<file path="src/rtl/ucdp_sync_hs_tx_pkg.sv">
// Shared types and constants for the toggle-handshake CDC transmitter.
package ucdp_sync_hs_tx_pkg;

  typedef enum logic {
    IDLE = 1'b0,
    BUSY = 1'b1
  } state_t;

  localparam int unsigned min_stages_p = 2;
  localparam int unsigned cnt_width_p  = 16;

  // Increment that sticks at the limit instead of wrapping.
  function automatic logic [cnt_width_p-1:0] sat_inc(
    input logic [cnt_width_p-1:0] value,
    input logic [cnt_width_p-1:0] limit
  );
    logic [cnt_width_p-1:0] res;
    if (value >= limit) begin
      res = value;
    end else begin
      res = value + 16'd1;
    end
    return res;
  endfunction

endpackage

</file>
<file path="src/rtl/ucdp_sync_hs_tx_chain.sv">
// Multi-flop synchronizer for a single asynchronous toggle.
// Flops clear synchronously so a reset also discards any toggle in flight.
module ucdp_sync_hs_tx_chain
  import ucdp_sync_hs_tx_pkg::*;
#(
  parameter int unsigned stages_p = 2
) (
  input  logic clk_i,
  input  logic rst_i,
  input  logic d_i,
  output logic q_o
);

  if (stages_p < min_stages_p) begin : g_bad_stages
    $error("ucdp_sync_hs_tx_chain: stages_p must be at least 2");
  end

  // First stage is the metastability catcher for the remote ack toggle.
  (* async_reg = "true", cdc_waiver = "toggle from remote clock domain" *)
  logic                  first_r;
  logic [stages_p-1:1]   rest_r;

  // Shift the asynchronous input through the flop chain.
  always_ff @(posedge clk_i) begin
    if (rst_i) begin
      first_r <= 1'b0;
      rest_r  <= '0;
    end else begin
      first_r   <= d_i;
      rest_r[1] <= first_r;
      for (int i = 2; i < int'(stages_p); i++) begin
        rest_r[i] <= rest_r[i-1];
      end
    end
  end

  assign q_o = rest_r[stages_p-1];

endmodule

</file>
<file path="src/rtl/ucdp_sync_hs_tx.sv">
// Source half of a toggle-handshake clock-domain crossing.
// A word accepted on valid/ready is held on tx_data_o and announced by a
// req_o toggle; the synchronized ack toggle re-opens the block.
// Optional overdue-ack indication: define UCDP_SYNC_HS_TX_TIMEOUT_EN.
module ucdp_sync_hs_tx
  import ucdp_sync_hs_tx_pkg::*;
#(
  parameter int unsigned width_p   = 8,
  parameter int unsigned stages_p  = 2,
  parameter int unsigned timeout_p = 1024
) (
  input  logic               clk_i,
  input  logic               rst_i,
  input  logic               valid_i,
  input  logic [width_p-1:0] data_i,
  output logic               ready_o,
  output logic               req_o,
  output logic [width_p-1:0] tx_data_o,
  input  logic               ack_i,
  output logic               proto_err_o,
  output logic               timeout_o
);

  if ((width_p < 1) || (width_p > 64)) begin : g_bad_width
    $error("ucdp_sync_hs_tx: width_p must be within 1..64");
  end
  if ((timeout_p < 1) || (timeout_p > 65535)) begin : g_bad_timeout
    $error("ucdp_sync_hs_tx: timeout_p must be within 1..65535");
  end

  state_t             state_r;
  state_t             state_nxt_s;
  logic               accept_s;
  logic               ack_s;
  logic               ack_last_r;
  logic               ack_edge_s;
  logic               ready_r;
  logic               req_r;
  logic [width_p-1:0] data_r;
  logic               proto_err_r;
  logic               timeout_r;

  ucdp_sync_hs_tx_chain #(
    .stages_p (stages_p)
  ) u_ack_sync (
    .clk_i (clk_i),
    .rst_i (rst_i),
    .d_i   (ack_i),
    .q_o   (ack_s)
  );

  // Remember the previous synchronized ack level for edge detection.
  always_ff @(posedge clk_i) begin
    if (rst_i) begin
      ack_last_r <= 1'b0;
    end else begin
      ack_last_r <= ack_s;
    end
  end

  assign ack_edge_s = ack_s ^ ack_last_r;

  // Next-state and accept decode.
  always_comb begin
    state_nxt_s = state_r;
    accept_s    = 1'b0;
    case (state_r)
      IDLE: begin
        if (valid_i) begin
          accept_s    = 1'b1;
          state_nxt_s = BUSY;
        end else begin
          state_nxt_s = IDLE;
        end
      end
      BUSY: begin
        if (ack_edge_s) begin
          state_nxt_s = IDLE;
        end else begin
          state_nxt_s = BUSY;
        end
      end
      default: begin
        state_nxt_s = IDLE;
      end
    endcase
  end

  // State, handshake outputs and the held data word.
  always_ff @(posedge clk_i) begin
    if (rst_i) begin
      state_r     <= IDLE;
      ready_r     <= 1'b1;
      req_r       <= 1'b0;
      data_r      <= '0;
      proto_err_r <= 1'b0;
    end else begin
      state_r     <= state_nxt_s;
      ready_r     <= (state_nxt_s == IDLE);
      proto_err_r <= ack_edge_s & (state_r == IDLE);
      if (accept_s) begin
        req_r  <= ~req_r;
        data_r <= data_i;
      end else begin
        req_r  <= req_r;
        data_r <= data_r;
      end
    end
  end

`ifdef UCDP_SYNC_HS_TX_TIMEOUT_EN
  localparam logic [cnt_width_p-1:0] timeout_lp = cnt_width_p'(timeout_p);

  logic [cnt_width_p-1:0] cnt_r;
  logic [cnt_width_p-1:0] cnt_nxt_s;

  // Count BUSY cycles from zero on entry, sticking at the limit.
  always_comb begin
    cnt_nxt_s = '0;
    if (state_r == BUSY) begin
      cnt_nxt_s = sat_inc(cnt_r, timeout_lp);
    end else begin
      cnt_nxt_s = '0;
    end
  end

  // Register the count and flag the overdue ack while still BUSY.
  always_ff @(posedge clk_i) begin
    if (rst_i) begin
      cnt_r     <= '0;
      timeout_r <= 1'b0;
    end else begin
      cnt_r     <= cnt_nxt_s;
      timeout_r <= (state_r == BUSY) && (state_nxt_s == BUSY) &&
                   (cnt_nxt_s == timeout_lp);
    end
  end
`else
  assign timeout_r = 1'b0;
`endif

  assign ready_o     = ready_r;
  assign req_o       = req_r;
  assign tx_data_o   = data_r;
  assign proto_err_o = proto_err_r;
  assign timeout_o   = timeout_r;

endmodule

</file>
<file path="config.mk">
export PLATFORM = sky130hd
export DESIGN_NAME = ucdp_sync_hs_tx
export DESIGN_NICKNAME = d
export VERILOG_FILES = /design/src/rtl/ucdp_sync_hs_tx_pkg.sv /design/src/rtl/ucdp_sync_hs_tx_chain.sv /design/src/rtl/ucdp_sync_hs_tx.sv
export SDC_FILE = /design/constraint.sdc
export NUM_CORES = 1
export LEC_CHECK = 0
export BUFFER_PORTS_ARGS = -buffer_cell sky130_fd_sc_hd__buf_2
export CORE_UTILIZATION = 38
export DETAILED_ROUTE_END_ITERATION = 8
export PLACE_DENSITY = 0.73
export SYNTH_ARGS = -nofsm -noshare
export SYNTH_HDL_FRONTEND = slang
export SYNTH_HIERARCHICAL = 1
export SYNTH_SLANG_ARGS = --single-unit
</file>
<file path="constraint.sdc">
create_clock -name clk_i -period 0.8 [get_ports clk_i]
set_input_delay 0 -clock clk_i [delete_from_list [all_inputs] [get_ports clk_i]]
set_output_delay 0 -clock clk_i [all_outputs]
set_load 0.01 [all_outputs]
</file>
# --- Yosys cells after proc, flatten, opt, wreduce, memory -nomap -nowiden ---
# Index checks and enable logic that the tools add are counted.
# W data, S select, Z words.
op_classes:
  n_mux: 4
  n_bitwise: 5
ops:
  columns: ["operator", "n"]
  rows:
  - ["$mux W1", 3]
  - ["$not A1 Y1", 3]
  - ["$pmux W1 S2", 1]
  - ["$and A1 B1 Y1", 1]
  - ["$xor A1 B1 Y1", 1]
totals:
  out_inout_bits: 12
  register_bits: 15
  wordCells: 17
  in_bits: 12

# --- Longest topological paths before layout ---
# Gate-level depths: netlist (run 1).
depth:
  word_depth: 4
  depth_mapped: 4
  mapped_depth_nobuf: 3

# --- By module ---
# Netlist (run 1), hierarchy kept.
by_module_without_submodules:
  columns: ["mod", "cells_each", "area_per_inst_um2", "n_inst"]
  rows:
  - ["ucdp_sync_hs_tx", 52, 451.7, 1]
  - ["ucdp_sync_hs_tx_chain", 4, 52.6, 1]

# --- Worst setup path after synthesis (run 1) ---
# OpenSTA, ideal clock, no wires.
synth_timing:
  kind: "register -> register"
  start: "reg state_r"
  end: "reg ready_r (netlist: ready_o)"
  path_stages_with_launch: 4
  t_required_ps: 686
  path_slack_ps: -42
  n_path_buf: 1
  synth_period_minus_slack_ps: 842
  t_arrival_ps: 728
  cell_sequence: "dfxtp_1 > nand2b_1 > buf_4 > a21o_1"
synth_via:
  elab_chain_len: 3
synth_rtl:
  columns: ["element", "line_no", "source"]
  rows:
  - ["start, declared", "ucdp_sync_hs_tx.sv:31", "state_t state_r;"]
  - ["start signal, assigned", "ucdp_sync_hs_tx.sv:98", "state_r <= state_nxt_s;"]
  - ["$not A1 Y1", null, null]
  - ["$pmux W1 S2 *", "ucdp_sync_hs_tx.sv:67", "case (state_r)"]
  - ["$not A1 Y1 *", "ucdp_sync_hs_tx.sv:99", "ready_r <= (state_nxt_s == IDLE);"]
  - ["end signal, assigned", "ucdp_sync_hs_tx.sv:99", null]
  - ["end, declared", "ucdp_sync_hs_tx.sv:37", "logic ready_r;"]
# Mark *: on every way between the ends. The rest lies on a longest branch, timed or not.
# A chain may end at the register's enable or synchronous reset.

# --- Final worst setup path (run 1) ---
layout_timing:
  start: "reg state_r"
  end: "reg data_r[5] (netlist: tx_data_o[5])"
layout_via:
  elab_chain_len: 1
layout_rtl:
  columns: ["element", "line_no", "source"]
  rows:
  - ["$mux W1", "ucdp_sync_hs_tx.sv:67", null]
  - ["end signal, assigned", "ucdp_sync_hs_tx.sv:103", "data_r <= data_i;"]
  - ["end signal, assigned", "ucdp_sync_hs_tx.sv:106", "data_r <= data_r;"]
  - ["end, declared", "ucdp_sync_hs_tx.sv:39", "logic [width_p-1:0] data_r;"]
# No other way between the ends.

==> metrics.csv, run 1 <==
metric,value,unit
outcome,"finished, violations left",
violations,negative setup slack,
rr_worst_depth,4,
vias,477,
yosysUniqueCellTypes,12,
sw_frac_of_total,0.264,
initial_core_util,0.431,
layout-drive-gt1-share,0.478,
startpoint,state_r,
overflow,0,
timing.final.ws_setup,-103,ps
slowest_stage,dfxtp_2,
synthFlopType,dfxtp_1,
fmax,1.11,GHz
die_h,38.4,µm
critPathTopFamily,flip-flops,
worstPathArrival,1120,ps
yosys.area_share.simple,0.206,
cp_num_buf_inv,1,
rsz0062_at_grt,true,
p_seq_frac,0.537,
crit_chain,nor2b_4 -> buf_6 -> nand2_1 -> a21oi_1,
synth_edf_count,0,
reg2reg_to,tx_data_o[5],
final_cells,104,
gr-usage-all-layers,0.176,
synth-seq-cells,15,
p_int,1.13,mW
yosysTopAreaCell,dfxtp_1,
synthTopCellsByArea,"dfxtp_1 (60%), nand2_1 (13%), a21oi_1 (8.9%)",
drv_cap,0,
cts_tree,yes,
firstDrtPassIters,4,
period_minus_slack,903,ps
ys_async_sr_fraction,0,
hp-class,in -> reg,
antenna_found_initial,0,
leakagePower,0.373,nW
tns,-573,ps
grt_max_degree,16,
peakVddDrop,1.22,mV
row_count,12,
grt_pass1_vias,406,
avgViaCountPerCell,4.59,
synthCells,56,
synth_adder_area_share,0,
nFillCells,89,
crit_required,1020,ps
r2r_start,state_r,
fp.dieW,38.4,µm
core,1170,µm²
p_per_area,1910,nW/µm²
total_power,1.54,mW
synth_nets,68,
wire_per_inst,10.9,µm
skew,2.21,ps
nNetsFinal,103,
synthXorXnorAreaFrac,0.0347,
io_buffers,22,
place_hpwl,629,µm
ioPinCount,24,
ctsRootBufferMaster,clkbuf_4,
flow.area_growth_from_synthesis,60.0,%
crit_end,tx_data_o[5],
r2r_setup_slack,-100,ps
clockBufferDepth,2,
synthMuxAreaShare,0,
post-route-drc-count,0,
antenna_left,0,
post-route-period-util,1.13,
combinationalPowerShare,0.176,
crit_fanout,7,
synth.yosys.warnings,6,
dpl.cell_count,91,
cts-buffers-inserted,3,
pre_cts_ws,-162,ps
post_cts_buffers,0,
drv_slew,0,
hold_viol_final,0,
crit_path_start_kind,register,
clkLatencyLatePin,290,ps
yosysMostFrequentCell,nand2_1,
wl,1130,µm
path_clk_slew,90,ps
die-area,1480,µm²
synth-compound-area-share,0.104,
cp_num_cells,4,
cp-end-kind,register,
p_clk_frac,0.287,
ys_seq_area_frac,0.596,
finalWeightedCongestion,0.699,
drt-initial-drc-count,5,
hold_start,valid_i,
clkSinkCount,15,
grt_first_pass_wirelength,1700,µm
htree_levels,1,
netlist.area_leader.share,0.596,
antenna_cells,0,
cpPeakStageDelay,350,ps
switchingPower,0.405,mW
mappedNetlistArea,504,µm²
synth_common_cells,"nand2_1 (17), dfxtp_1 (15), a21oi_1 (9)",
crit_type,reg -> reg,
finalSetupViolations,10,
avgSynthCellArea,9.00,µm²
synth_top_family_by_area,simple AND/OR/NAND/NOR gates,
==> sequential cells by signal, indices dropped and copies added, names as in the netlist <==
signal,count
tx_data_o,8
ack_last_r,1
proto_err_o,1
ready_o,1
req_o,1
state_r,1
u_ack_sync/first_r,1
u_ack_sync/q_o,1
==> worst reg2reg max path, stage by stage (launching register included) <==
cell and delay (ps):
dfxtp_2 350, nor2b_4 140, buf_6 140, nand2_1 70, a21oi_1 130
==> what timing repair did <==
action	in CTS	in global routing
hold endpoints to repair	9	0
endpoints found under the setup margin	11	13
gates resized for setup	10	7
pin swaps	4	4
hold buffers	9	0
cloned	0	0
==> cells in the final DEF (no fill, tap or decap), drive strengths merged <==
master,count
buf,25
nand2,17
dfxtp,15
dlygate4sd3,9
a21oi,9
nor2b,4
clkbuf,3
xnor2,2
nand2b,1
a21o,1
nor2,1
nor3,1
conb,1
clkinv,1
==> how the worst min path moves through the flow <==
stage	cells past startpoint	endpoint	slack, ps
2_1_floorplan	1	ack_last_r	70
5_1_grt	2	tx_data_o[2]	80
3_5_place_dp	2	u_ack_sync/first_r	220
6_report	3	state_r	70
4_1_cts	2	tx_data_o[6]	50
3_3_place_gp	2	u_ack_sync/first_r	210
==> cells by family (layout without fill, tap and decap cells) <==
| kind of cell | Yosys count | after routing |
|---|---|---|
| and+or+nand+nor | 24 | 24 |
| DFF | 15 | 15 |
| AOI/OAI and AO/OA | 10 | 10 |
| buffers and inverters | 4 | 38 |
| xor gates and xnor gates | 2 | 2 |
| other | 1 | 1 |
==> metal layers <==
layer	GRT usage	vias up	wire length, µm
met5	0	-	0
met4	0.103	0	18
met3	0.0523	4	45
met2	0.271	14	566
met1	0.216	216	499
li1	-	243	-
==> power groups by stage <==
stage,Combinational [mW],Sequential [mW],Clock (mW)
floorplan,0.0983,0.853,0
global placement,0.193,0.833,0
detailed placement,0.195,0.834,0
CTS,0.258,0.823,0.451
global route,0.298,0.830,0.486
finish,0.271,0.825,0.441
==> cell type report <==
type                    instances  area (µm²)  area share
flip-flops and latches         15         307       0.380
repair buffers                 34         230       0.285
multi-input cells              37         225       0.279
clock buffers                   3        22.5      0.0279
well taps                      14        17.5      0.0217
clock inverters                 1        5.00     0.00620
==> per-stage QoR <==
step	instance area [µm²]	util	hold slack, ps
floorplan	509	-	71.6
global placement	629	0.537	211
detailed placement	629	0.537	225
finish	807	0.689	68.6
CTS	790	0.674	53.3
global route	807	0.689	79.9
Note: power is estimated with default switching activity, not from simulation.
==> run 2, diff against run 1 <==
==> constraint.sdc (replaced) <==
create_clock -name clk_i -period 0.8 [get_ports clk_i]
set_input_delay 0.16 -clock clk_i [delete_from_list [all_inputs] [get_ports clk_i]]
set_output_delay 0.16 -clock clk_i [all_outputs]
set_load 0.01 [all_outputs]
==> metrics.csv, run 2 (synthesized netlist as in run 1, its figures left out) <==
metric,value,unit,change
path_clk_slew,90,ps,about the same
crit_path_start_kind,register,,unchanged
leakagePower,0.354,nW,was 0.373 nW
cp_num_buf_inv,1,,unchanged
overflow,0,,unchanged
grt_pass1_vias,384,,was 406
hold_viol_final,0,,unchanged
worstPathArrival,1110,ps,was 1120 ps
post-route-period-util,1.12,,was 1.13
skew,3.23,ps,was 2.21 ps
startpoint,state_r,,unchanged
critPathTopFamily,flip-flops,,unchanged
slowest_stage,dfxtp_4,,was dfxtp_2
core,1170,µm²,unchanged
antenna_left,0,,unchanged
die_h,38.4,µm,unchanged
firstDrtPassIters,4,,unchanged
grt_first_pass_wirelength,1720,µm,was 1700 µm
nNetsFinal,96,,was 103
row_count,12,,unchanged
grt_max_degree,16,,unchanged
timing.final.ws_setup,-95.8,ps,was -103 ps
largest_reg_flops,8,,unchanged
place_hpwl,629,µm,unchanged
rsz0062_at_grt,true,,unchanged
placed_area,629,µm²,unchanged
r2r_setup_slack,-100,ps,about the same
htree_levels,1,,unchanged
violations,negative setup slack,,unchanged
pre_cts_ws,-162,ps,unchanged
hp-class,in -> reg,,unchanged
p_per_area,1930,nW/µm²,was 1910 nW/µm²
cts-buffers-inserted,3,,unchanged
antenna_found_initial,0,,unchanged
drv_slew,0,,unchanged
gr-usage-all-layers,0.176,,about the same
hold_start,ack_i,,was valid_i
ioPinCount,24,,unchanged
layout-drive-gt1-share,0.639,,was 0.478
fin_area,806,µm²,was 807 µm²
r2r_start,state_r,,unchanged
die-area,1480,µm²,unchanged
peakVddDrop,1.07,mV,was 1.22 mV
finalWeightedCongestion,0.699,,unchanged
tns,-1660,ps,was -573 ps
post-route-drc-count,0,,unchanged
cts_tree,yes,,unchanged
crit_fanout,7,,unchanged
io_buffers,22,,unchanged
ctsRootBufferMaster,clkbuf_4,,unchanged
clkSinkCount,15,,unchanged
final_cells,97,,was 104
wire_per_inst,11.3,µm,was 10.9 µm
dpl.cell_count,91,,unchanged
post-route-util,0.688,,was 0.689
fp.dieW,38.4,µm,unchanged
antenna_cells,0,,unchanged
clockBufferDepth,2,,unchanged
drt-initial-drc-count,7,,was 5
flow.area_growth_from_synthesis,59.8,%,was 60.0%
cp-end-kind,register,,unchanged
period_minus_slack,896,ps,was 903 ps
drv_cap,0,,unchanged
crit_type,reg -> reg,,unchanged
crit_required,1020,ps,about the same
wl,1100,µm,was 1130 µm
final_common_cell,nand2_1,,was buf_2
vias,450,,was 477
clkLatencyLatePin,280,ps,was 290 ps
avgViaCountPerCell,4.64,,was 4.59
initial_core_util,0.431,,unchanged
fmax,1.12,GHz,was 1.11 GHz
cpPeakStageDelay,370,ps,was 350 ps
finalSetupViolations,22,,was 10
outcome,"finished, violations left",,unchanged
crit_chain,nor2b_4 -> buf_6 -> nand2_1 -> a21oi_2,,was nor2b_4 -> buf_6 -> nand2_1 -> a21oi_1
postCtsHoldBufs,0,,was 9
mostFrequentLayoutCells,"nand2_1 (16), buf_2 (13), dfxtp_2 (11), buf_6 (11), a21oi_2 (6)",,"was buf_2 (22), nand2_1 (16), dfxtp_1 (10)"
## run 2: changes by cell type in the layout (fill, tap and decap cells not counted), moves of 2 or more
cell / previous run / this run
buf_2: 22 / 13
buf_6: 2 / 11
dlygate4sd3_1: 9 / 0
dfxtp_1: 10 / 3
dfxtp_2: 5 / 11
a21oi_1: 5 / 3
a21oi_2: 4 / 6
## run 2: path summary, 6_finish.rpt
kind / depth (start not counted) / to
worst min register to register: 1 / u_ack_sync/q_o
worst min-delay path: 2 / u_ack_sync/first_r
worst max register to register: 4 / tx_data_o[6]
worst max-delay path: 4 / tx_data_o[6]
## run 2: area by class of cell
type	count	area, µm²
tap	14	17.5
timing repair buffer	26	204
fill	85	365
clock inverter	1	5.00
sequential	15	318
multi-input combinational	38	239
clock buffer	3	22.5
## run 2: worst register-to-register path: stages (launching register included)
cell and delay (ps):
dfxtp_4 370, nor2b_4 130, buf_6 140, nand2_1 60, a21oi_2 120
## run 2: through the flow
stage	total power [mW]	hold slack (ps)
floorplan	0.951	232
global placement	1.03	371
detailed placement	1.03	385
CTS	1.55	81.7
global route	1.63	84.0
finish	1.55	87.0
## run 2: metal layers
layer | global-route usage | part of all wire | wire length (µm)
met3 | 0.0523 | 0.044 | 48
met5 | 0 | 0 | 0
met4 | 0.103 | 0.016 | 18
met1 | 0.235 | 0.46 | 509
met2 | 0.250 | 0.48 | 523
## run 2: timing repair
item	CTS	global route
gates cloned	1	0
pin swaps	3	3
setup buffers	1	0
endpoints found under the setup margin	22	22
resized for setup	29	7
## run 2: report_power, final
group	total (mW)	internal [mW]	switching (mW)
Combinational	0.282	0.159	0.123
Sequential	0.835	0.801	0.0333
Clock	0.435	0.186	0.249
Total	1.55	1.15	0.405
